## config.mk

```make
export PLATFORM = sky130hd
export DESIGN_NAME = pwm_envelope_decoder
export DESIGN_NICKNAME = d
export VERILOG_FILES = /design/src/rtl/pwm_envelope_decoder.sv
export SDC_FILE = /design/constraint.sdc
export NUM_CORES = 1
export LEC_CHECK = 0
export CAP_MARGIN = 20
export CORE_MARGIN = 3
export CORE_UTILIZATION = 55
export CTS_BUF_LIST = sky130_fd_sc_hd__clkbuf_16
export CTS_CLUSTER_SIZE = 16
export DETAILED_ROUTE_END_ITERATION = 8
export HOLD_SLACK_MARGIN = 0.12
export PLACE_DENSITY = 0.86
export SYNTH_ARGS = -nofsm -noshare
export SYNTH_HDL_FRONTEND = slang
export SYNTH_SLANG_ARGS = --single-unit
```

## constraint.sdc

```tcl
create_clock -name clk -period 4.5 [get_ports clk]
set_input_delay 0.45 -clock clk [delete_from_list [all_inputs] [get_ports clk]]
set_output_delay 0.45 -clock clk [all_outputs]
set_load 0.05 [all_outputs]
```

## src/rtl/pwm_envelope_decoder.sv

```systemverilog
// PWM period/high-time meter for the jump sound loopback path.
// Optional duty ratio divider is built when DUTY_RATIO_EN is defined.
module pwm_envelope_decoder #(
    parameter int CNT_W       = 19,
    parameter int TIMEOUT     = 400000,
    parameter int SYNC_STAGES = 2
) (
    input  logic             clk,
    input  logic             rst_n,
    input  logic             pwm_in,
    output logic             meas_valid,
    output logic [CNT_W-1:0] high_cnt,
    output logic [CNT_W-1:0] period_cnt,
    output logic [4:0]       pulse_idx,
    output logic             active,
    output logic             timeout
`ifdef DUTY_RATIO_EN
    ,
    output logic [7:0]       duty_q8,
    output logic             duty_valid,
    output logic             duty_busy
`endif
);
    localparam logic [CNT_W-1:0] TO_VAL = CNT_W'(TIMEOUT);
    localparam logic [CNT_W-1:0] ONE    = CNT_W'(1);

    typedef enum logic [1:0] {IDLE, HIGH, LOW} state_t;

    state_t                 state;
    logic [SYNC_STAGES-1:0] sync_q;
    logic                   s, s_d, rise, fall;
    logic [CNT_W-1:0]       hcnt, pcnt;
    logic [4:0]             idx;

    assign s    = sync_q[SYNC_STAGES-1];
    assign rise = s & ~s_d;
    assign fall = ~s & s_d;

    function automatic logic [CNT_W-1:0] sat_inc(input logic [CNT_W-1:0] v);
        return (&v) ? v : v + ONE;
    endfunction

    always_ff @(posedge clk) begin
        if (!rst_n) begin
            sync_q <= '0;
            s_d    <= 1'b0;
        end else begin
            sync_q <= {sync_q[SYNC_STAGES-2:0], pwm_in};
            s_d    <= s;
        end
    end

    always_ff @(posedge clk) begin
        if (!rst_n) begin
            state      <= IDLE;
            hcnt       <= '0;
            pcnt       <= '0;
            idx        <= '0;
            meas_valid <= 1'b0;
            high_cnt   <= '0;
            period_cnt <= '0;
            pulse_idx  <= '0;
            active     <= 1'b0;
            timeout    <= 1'b0;
        end else begin
            meas_valid <= 1'b0;
            timeout    <= 1'b0;
            case (state)
                IDLE: begin
                    if (rise) begin
                        state  <= HIGH;
                        hcnt   <= ONE;
                        pcnt   <= ONE;
                        idx    <= '0;
                        active <= 1'b1;
                    end
                end
                HIGH: begin
                    if (pcnt == TO_VAL && !rise) begin
                        state   <= IDLE;
                        hcnt    <= '0;
                        pcnt    <= '0;
                        idx     <= '0;
                        active  <= 1'b0;
                        timeout <= 1'b1;
                    end else begin
                        pcnt <= sat_inc(pcnt);
                        if (fall) state <= LOW;
                        else if (s) hcnt <= sat_inc(hcnt);
                    end
                end
                LOW: begin
                    // A rise closes the period; the rise cycle belongs to the next one.
                    if (rise) begin
                        meas_valid <= 1'b1;
                        high_cnt   <= hcnt;
                        period_cnt <= pcnt;
                        pulse_idx  <= idx;
                        hcnt       <= ONE;
                        pcnt       <= ONE;
                        idx        <= (idx == 5'd31) ? idx : idx + 5'd1;
                        state      <= HIGH;
                    end else if (pcnt == TO_VAL) begin
                        state   <= IDLE;
                        hcnt    <= '0;
                        pcnt    <= '0;
                        idx     <= '0;
                        active  <= 1'b0;
                        timeout <= 1'b1;
                    end else begin
                        pcnt <= sat_inc(pcnt);
                    end
                end
                default: state <= IDLE;
            endcase
        end
    end

`ifdef DUTY_RATIO_EN
    // Restoring long division of high_cnt/period_cnt for 8 fraction bits.
    logic [CNT_W-1:0] rem;
    logic [CNT_W:0]   rem2, trial;
    logic             ge;
    logic [7:0]       quo;
    logic [2:0]       step;

    assign rem2  = {rem, 1'b0};
    assign ge    = rem2 >= {1'b0, period_cnt};
    assign trial = rem2 - {1'b0, period_cnt};

    always_ff @(posedge clk) begin
        if (!rst_n) begin
            rem        <= '0;
            quo        <= '0;
            step       <= '0;
            duty_q8    <= '0;
            duty_valid <= 1'b0;
            duty_busy  <= 1'b0;
        end else begin
            duty_valid <= 1'b0;
            if (meas_valid) begin
                rem       <= high_cnt;
                quo       <= '0;
                step      <= '0;
                duty_busy <= 1'b1;
            end else if (duty_busy) begin
                rem  <= ge ? trial[CNT_W-1:0] : rem2[CNT_W-1:0];
                quo  <= {quo[6:0], ge};
                step <= step + 3'd1;
                if (step == 3'd7) begin
                    duty_busy  <= 1'b0;
                    duty_valid <= 1'b1;
                    duty_q8    <= {quo[6:0], ge};
                end
            end
        end
    end
`endif
endmodule

```

==> results.tsv, run 1 <==
stage	metric	value	unit
global_route	GR met2 Demand/Resource	38.6	%
cells_and_area	n_diodes	0	
floorplan	core region area	0.00789	sq mm
synth	Seq cells post-synth	94	
synth	syn_nets	572	
cells_and_area	Layout area overhead	17.3	%
global_route	Tot GR Track Use	25.0	%
sta	Slew HR	38.6	%
sta	FMAX	367	MHz
floorplan	Initial Utilization	57.8	%
clocking	post-cts sizing count	0	
sta	max-slew violations	0	
worst_setup_path	FF-to-FF Start	pcnt[0]	
route	drt total wl	11900	microns
placed_design	post-DP HPWL	8030	microns
clocking	clock transition at the registers of the reported paths	0.06	ns
floorplan	Site Rows	32	
synth	ys flop type	dfxtp_1	
synth	Cell Area, Synth	0.00456	sq mm
global_route	M3 GR Usage	4.18	%
synth	synth warn	0	
cells_and_area	most frequent cells in the layout	120 x nand2_1, 94 x dfxtp_1, 70 x a21oi_1, 48 x clkdlybuf4s50_1, 21 x nand3_1	
global_route	first-pass GRT wire length	19600	microns
synth	top cells by area, synth	dfxtp_1 41%, nand2_1 9.9%, a21oi_1 7.7%	
worst_setup_path	critical path endpoint category	register	
sta	RSZ-0062 raised after global routing	false	
clocking	Post-CTS Setup Bufs	0	
sta	Final min period	2.73	ns
clocking	TritonCTS buffer count	9	
worst_setup_path	CP startpoint kind	primary input	
synth	cells after synthesis	560	
synth	EDFF count, synth	0	
power	static leakage	1.73	nW
sta	setup_tns	0	ns
worst_setup_path	crit path launch	rst_n	
route	antenna viol nets, final	0	
sta	Hold Violations, Final	0	
floorplan	Die H	97.0	microns
placed_design	PortBufs	48	
worst_setup_path	worst endpoint required time	4.69	ns
global_route	initial antenna violation count	0	
power	Max VDD drop	0.207	mV
outcome	status	completed	
synth	ys async rst share	0	%
synth	Yosys top cell area share	41.3	%
route	routed vias	4414	
worst_hold_path	hold_sp	sync_q[0]	
route	routed len/inst	17.2	microns
route	First DRT Iteration DRCs	513	
synth	Seq/Total Area, Yosys	41.3	%
floorplan	die width	97.0	microns
placed_design	dpl ws	1.49	ns
global_route	vias in the first global route	3987	
worst_hold_path	Hold Crit Class	register to register	
clocking	# H-tree levels	3	
cells_and_area	nets@finish	598	
floorplan	die area	0.00941	sq mm
floorplan	io pins	49	
sta	endpoints failing setup	0	
cells_and_area	share of layout cells above drive strength 1	7.29	%
sta	Worst Tran Pin Value	0.921	ns
clocking	clk sinks	94	
sta	worst setup slack after layout	1.77	ns
clocking	CTS root buffer	clkbuf_16	
global_route	GRT busiest layer	met2	
clocking	clock tree buffer depth	2	
synth	top cell type by total area after synthesis	dfxtp_1	
sta	Period Utilization, post-route	60.6	%
global_route	met1 usage	35.3	%
route	Via density	6.38	
worst_setup_path	worst-path maximum fanout	54	
route	Residual DRC	0	
clocking	Clk Latency, worst-skew pair	0.34	ns
cells_and_area	most common cell after layout, fill and taps aside	nand2_1	
clocking	# hold bufs at CTS	0	
flow_run	maxcap violations	0	
power	Power Density	325	mW/mm^2
worst_setup_path	R2R Setup Slk	1.84	ns
placed_design	placer congestion estimate	0.979	
route	TritonRoute pass-1 iters	5	
global_route	GR Overflow Total	0	
clocking	CTS tree	built	
synth	Netlist cell types	68	
global_route	pin count of the biggest net entering global routing	55	
worst_setup_path	crit path kind	primary input to register	
worst_setup_path	Crit path arrival time	2.92	ns
sta	Fin Clk Skew	0.00522	ns
synth	Synth Area per Inst	8.14	sq um
==> synth_stat cells (5+ instances only) <==
master / n
a211oi_1: 9
o21ai_0: 9
dfxtp_1: 94
o31ai_1: 10
or4_1: 8
nand2b_1: 6
a21oi_1: 70
buf_2: 7
nand2_1: 120
inv_1: 15
nand3_1: 21
clkbuf_1: 23
ha_1: 9
a31oi_1: 15
and3_1: 9
o211ai_1: 6
nand4_1: 15
a41oi_1: 5
nor2_1: 20
==> cells by family after synthesis <==
logic type | synth area share [%]
flip-flops | 41.3
multiplexers | 0.659
adder cells (fa/ha/maj) | 2.47
AND/OR/NAND/NOR | 26.0
AO/OA/AOI/OAI | 23.2
XOR/XNOR | 1.35
buffers and inverters | 5.05
==> metal layers <==
metal	share of wire, %	routed length (microns)
met1	44	5260
met5	0	0
met3	9.0	1070
met2	45	5350
met4	1.8	218
==> state kept, by name, indices dropped and copies added (netlist names) <==
signal / cells
active: 1
hcnt: 19
high_cnt: 19
idx: 5
meas_valid: 1
pcnt: 19
period_cnt: 19
pulse_idx: 5
s_d: 1
state: 2
sync_q: 2
timeout: 1
==> power by group <==
part / switching (mW) / internal, mW / total, mW
clock network: 0.322 / 0.488 / 0.810
logic: 0.0605 / 0.0243 / 0.0848
registers: 0.00693 / 0.836 / 0.843
==> stage by stage <==
| stage | instances | hold slack (ns) | power, mW | utilization [%] | instance area (sq um) |
|---|---|---|---|---|---|
| 5_1_grt | 692 | 0.479 | 1.79 | 67.8 | 5350 |
| 3_5_place_dp | 676 | 0.419 | 0.943 | 63.6 | 5020 |
| 2_1_floorplan | 560 | 0.412 | 0.926 | - | 4560 |
| 6_report | 692 | 0.433 | 1.74 | 67.8 | 5350 |
| 3_3_place_gp | 676 | 0.417 | 0.941 | 63.6 | 5020 |
| 4_1_cts | 691 | 0.433 | 1.74 | 67.7 | 5340 |
==> final cells by class <==
type                       count  area [sq um]
inverter                      16          60.1
multi-input combinational    413          2450
clock inverter                 6          93.8
timing repair buffer          52           510
tap                          102           128
sequential                    94          1880
clock buffer                   9           225
fill                         618          2540
==> critical path: stages <==
cell and delay (ns):
clkdlybuf4s50_1 0.76, inv_2 0.85, a221oi_2 0.18, a21oi_2 0.50, a31oi_1 0.17
==> path summary, 6_finish.rpt <==
| check | end | depth (start not counted) |
|---|---|---|
| max | hcnt[10] | 5 |
| min | sync_q[1] | 1 |
| max reg2reg | hcnt[4] | 7 |
| min reg2reg | sync_q[1] | 1 |
Note: power is estimated with default switching activity, not from simulation.
==> run 2, diff against run 1 <==
==> constraint.sdc (replaced) <==
create_clock -name clk -period 2.7 [get_ports clk]
set_input_delay 0.27 -clock clk [delete_from_list [all_inputs] [get_ports clk]]
set_output_delay 0.27 -clock clk [all_outputs]
set_load 0.05 [all_outputs]
==> results.tsv, run 2 (same netlist as run 1, synthesis figures left out) <==
stage	metric	value	unit
outcome	status	completed	
worst_hold_path	Hold Crit Class	register to register	
power	Power Density	523	mW/mm^2
clocking	Post-CTS Setup Bufs	0	
clocking	Clk Latency, worst-skew pair	0.34	ns
sta	Slew HR	55.0	%
power	Clock power frac	45.1	%
cells_and_area	Finished Cell Area	0.00543	sq mm
cells_and_area	most frequent cells in the layout	120 x nand2_1, 94 x dfxtp_1, 70 x a21oi_1, 48 x clkdlybuf4s50_1, 21 x nand3_1	
worst_setup_path	Crit path arrival time	2.79	ns
floorplan	die area	0.00941	sq mm
clocking	TritonCTS buffer count	9	
placed_design	PortBufs	48	
worst_setup_path	FF-to-FF Start	pcnt[11]	
route	routed vias	4454	
floorplan	Site Rows	32	
route	Residual DRC	0	
clocking	clk sinks	94	
global_route	first-pass GRT wire length	20300	microns
route	antenna viol nets, final	0	
power	Max VDD drop	0.327	mV
power	Switching Share	23.8	%
sta	FMAX	396	MHz
worst_setup_path	CP max stage cell	and3b_1	
worst_setup_path	CP Buf/Inv Count	0	
power	Sequential Power Share	49.5	%
sta	Final min period	2.53	ns
clocking	clock tree buffer depth	2	
floorplan	io pins	49	
sta	max-slew violations	0	
route	Via density	6.30	
global_route	GR Overflow Total	0	
clocking	CTS root buffer	clkbuf_16	
floorplan	Die H	97.0	microns
floorplan	core region area	0.00789	sq mm
power	Switch Pwr	0.675	mW
clocking	post-cts sizing count	0	
cells_and_area	n_diodes	0	
placed_design	placer congestion estimate	0.913	
sta	Hold Violations, Final	0	
cells_and_area	share of layout cells above drive strength 1	9.42	%
clocking	clock transition at the registers of the reported paths	0.07	ns
sta	RSZ-0062 raised after global routing	false	
worst_setup_path	crit path kind	register to register	
worst_setup_path	CP delay by family, top	simple AND/OR/NAND/NOR gates	
worst_setup_path	crit path launch	pcnt[11]	
worst_setup_path	critical path endpoint category	register	
clocking	CTS tree	built	
global_route	pin count of the biggest net entering global routing	54	
clocking	# hold bufs at CTS	0	
sta	setup_tns	0	ns
clocking	# H-tree levels	3	
worst_setup_path	crit-path max cell delay	0.66	ns
floorplan	Initial Utilization	57.8	%
sta	worst setup slack after layout	0.172	ns
worst_setup_path	R2R Setup Slk	0.17	ns
cells_and_area	most common cell after layout, fill and taps aside	nand2_1	
global_route	initial antenna violation count	0	
sta	Period Utilization, post-route	93.6	%
flow_run	maxcap violations	0	
sta	Fin Clk Skew	0.00740	ns
power	static leakage	1.80	nW
power	overall power	2.84	mW
worst_setup_path	crit-path cells	nor4bb_1, and3b_1, a21oi_1, or4_1, a21oi_1	
route	First DRT Iteration DRCs	587	
sta	Worst Tran Pin Value	0.673	ns
cells_and_area	nets@finish	612	
placed_design	dpl ws	0.319	ns
worst_setup_path	worst endpoint required time	2.96	ns
placed_design	DP Area	0.00513	sq mm
route	TritonRoute pass-1 iters	5	
route	drt total wl	12300	microns
floorplan	die width	97.0	microns
sta	endpoints failing setup	0	
worst_hold_path	hold_sp	sync_q[0]	
global_route	Tot GR Track Use	25.9	%
power	Gate power share	5.4	%
cells_and_area	Layout area overhead	19.2	%
worst_setup_path	CP startpoint kind	register	
global_route	vias in the first global route	4123	
placed_design	post-DP HPWL	8490	microns
route	routed len/inst	17.4	microns
worst_setup_path	most frequent CP cell	a21oi_1	
worst_setup_path	worst-path maximum fanout	17	
power	cell-internal power	2.16	mW
==> run 2: cell count changes in the layout (fill, tap and decap cells not counted) <==
cell | before | now
buf_4 | 4 | 18
bufinv_16 | 2 | 1
clkinv_2 | 0 | 1
clkinv_4 | 1 | 0
inv_1 | 15 | 16
inv_6 | 2 | 3
==> run 2: routing by layer <==
metal  share of wire (%)  global-route usage (%)
met5                   0                       0
met3                  10                    5.91
met4                 2.4                    10.0
met1                  43                    35.7
met2                  44                    39.3
==> run 2: layout make-up <==
| cell class | count | area (sq um) |
|---|---|---|
| fill | 621 | 2460 |
| multi-input combinational | 413 | 2450 |
| sequential | 94 | 1880 |
| timing repair buffer | 66 | 616 |
| clock buffer | 9 | 225 |
| tap | 102 | 128 |
| clock inverter | 7 | 72.6 |
| inverter | 16 | 60.1 |
==> run 2: worst register-to-register path, stage by stage, from the launching register on <==
cell and delay, ns:
dfxtp_1 0.41, nor4bb_1 0.45, and3b_1 0.66, a21oi_1 0.26, or4_1 0.52, a21oi_1 0.16
==> run 2: path summary, 6_finish.rpt <==
check                                 end  cells past startpoint
worst min-delay path            sync_q[1]                      1
worst max-delay path               active                      5
worst min register to register  sync_q[1]                      1
worst max register to register     active                      5
==> run 2: power by group through the flow <==
stage	Clock, mW	Combinational (mW)	Sequential [mW]
2_1_floorplan	0	0.105	1.44
3_3_place_gp	0	0.144	1.44
3_5_place_dp	0	0.147	1.44
4_1_cts	1.28	0.148	1.41
5_1_grt	1.33	0.164	1.41
6_report	1.28	0.153	1.41
==> run 2: stage by stage <==
step | hold WS, ns | util [%] | std cells
2_1_floorplan | 0.397 | - | 560
3_3_place_gp | 0.417 | 65.1 | 691
3_5_place_dp | 0.427 | 65.1 | 691
5_1_grt | 0.457 | 68.8 | 707
6_report | 0.443 | 68.8 | 707
4_1_cts | 0.442 | 68.8 | 707
==> run 3, diff against run 2 <==
==> constraint.sdc (replaced) <==
create_clock -name clk -period 2.9 [get_ports clk]
set_input_delay 0.29 -clock clk [delete_from_list [all_inputs] [get_ports clk]]
set_output_delay 0.29 -clock clk [all_outputs]
set_load 0.05 [all_outputs]
==> results.tsv, run 3 (same netlist as run 1, synthesis figures left out) <==
stage	metric	value	unit
cells_and_area	Layout area overhead	18.7	%
power	Power Density	486	mW/mm^2
placed_design	post-DP HPWL	8350	microns
worst_setup_path	Worst R2R Path Depth	5	
clocking	Post-CTS Setup Bufs	0	
sta	Slew HR	54.4	%
worst_setup_path	crit path kind	register to register	
clocking	# H-tree levels	3	
worst_setup_path	CP endpoint	hcnt[0]	
floorplan	Initial Utilization	57.8	%
floorplan	die area	0.00941	sq mm
clocking	TritonCTS buffer count	9	
route	routed vias	4484	
route	Residual DRC	0	
route	routed len/inst	17.5	microns
route	First DRT Iteration DRCs	524	
worst_setup_path	worst endpoint required time	3.12	ns
clocking	post-cts sizing count	0	
global_route	GR Overflow Total	0	
sta	endpoints failing setup	0	
cells_and_area	fillers	596	
floorplan	core region area	0.00789	sq mm
sta	Hold Violations, Final	0	
floorplan	Die H	97.0	microns
global_route	pin count of the biggest net entering global routing	54	
floorplan	Site Rows	32	
clocking	CTS tree	built	
cells_and_area	share of layout cells above drive strength 1	8.97	%
cells_and_area	area of the multi-input gates	0.00245	sq mm
cells_and_area	n_diodes	0	
placed_design	PortBufs	48	
floorplan	io pins	49	
worst_setup_path	FF-to-FF Start	pcnt[11]	
worst_setup_path	critical path endpoint category	register	
route	antenna viol nets, final	0	
sta	setup_tns	0	ns
worst_hold_path	Hold Path Stages	1	
route	TritonRoute pass-1 iters	7	
sta	RSZ-0062 raised after global routing	false	
worst_setup_path	CP startpoint kind	register	
clocking	Clk Latency, worst-skew pair	0.34	ns
worst_setup_path	worst-path maximum fanout	17	
clocking	clk sinks	94	
power	static leakage	1.78	nW
cells_and_area	utilization after layout	68.5	%
sta	Fin Clk Skew	0.00942	ns
clocking	clock tree buffer depth	2	
sta	max-slew violations	0	
worst_hold_path	Hold Crit Class	register to register	
sta	Final min period	2.72	ns
global_route	first-pass GRT wire length	20200	microns
route	Via density	6.37	
cells_and_area	nets@finish	609	
global_route	initial antenna violation count	0	
sta	Worst Tran Pin Value	0.684	ns
power	Max VDD drop	0.328	mV
clocking	# hold bufs at CTS	0	
flow_run	maxcap violations	0	
global_route	vias in the first global route	4005	
outcome	status	completed	
clocking	clock transition at the registers of the reported paths	0.07	ns
cells_and_area	Reg area	0.00188	sq mm
route	drt total wl	12300	microns
global_route	Tot GR Track Use	25.6	%
floorplan	die width	97.0	microns
worst_setup_path	r2r endpoint	hcnt[0]	
sta	FMAX	368	MHz
worst_setup_path	R2R Setup Slk	0.18	ns
clocking	CTS root buffer	clkbuf_16	
placed_design	placer congestion estimate	0.938	
cells_and_area	most frequent cells in the layout	120 x nand2_1, 94 x dfxtp_1, 70 x a21oi_1, 48 x clkdlybuf4s50_1, 21 x nand3_1	
sta	Period Utilization, post-route	93.7	%
worst_setup_path	crit path launch	pcnt[11]	
worst_setup_path	Crit path arrival time	2.93	ns
cells_and_area	most common cell after layout, fill and taps aside	nand2_1	
[run 3: cell count changes in the layout (fill, tap and decap cells not counted)]
cell	before	now
clkinv_4	0	1
buf_4	18	15
inv_6	3	2
[run 3: worst min-delay path by stage]
stage,start,to
global route,period_cnt[15],period_cnt[15]
CTS,sync_q[0],sync_q[1]
finish,sync_q[0],sync_q[1]
detailed placement,sync_q[0],sync_q[1]
global placement,sync_q[0],sync_q[1]
floorplan,sync_q[0],sync_q[1]
[run 3: worst max-delay path: stages (launching register included)]
cell and delay, ns:
dfxtp_1 0.41, nor4bb_1 0.49, and3b_1 0.68, a22o_1 0.61
o21ai_1 0.23, mux2i_1 0.17
[run 3: where the power goes]
part           internal [mW]  total [mW]  switching, mW
Sequential              1.30        1.31         0.0104
Combinational         0.0411       0.139         0.0979
Clock                  0.671        1.18          0.508
[run 3: layout make-up]
type / count / area share, %
inverters: 16 / 1.11
flip-flops and latches: 94 / 34.8
well taps: 102 / 2.36
clock buffers: 9 / 4.17
clock inverters: 7 / 1.34
multi-input cells: 413 / 45.2
repair buffers: 63 / 11.0
[run 3: routing by layer]
metal / up-vias / GRT usage [%] / part of all wire [%] / wire length, microns
li1: 2104 / - / - / -
met1: 2091 / 37.5 / 45 / 5520
met2: 262 / 38.3 / 45 / 5490
met3: 27 / 5.05 / 8.7 / 1070
met4: 0 / 6.70 / 1.6 / 202
met5: - / 0 / 0 / 0
[run 3: metrics by stage]
stage	hold WS, ns	instance area (sq um)	power (mW)	worst slack (ns)	cells
6_report	0.439	5410	2.63	0.182	704
5_1_grt	0.474	5410	2.71	0.0419	704
4_1_cts	0.447	5410	2.63	0.236	704
3_5_place_dp	0.432	5110	1.47	0.309	688
3_3_place_gp	0.415	5110	1.47	0.397	688
2_1_floorplan	0.412	4560	1.44	0.816	560
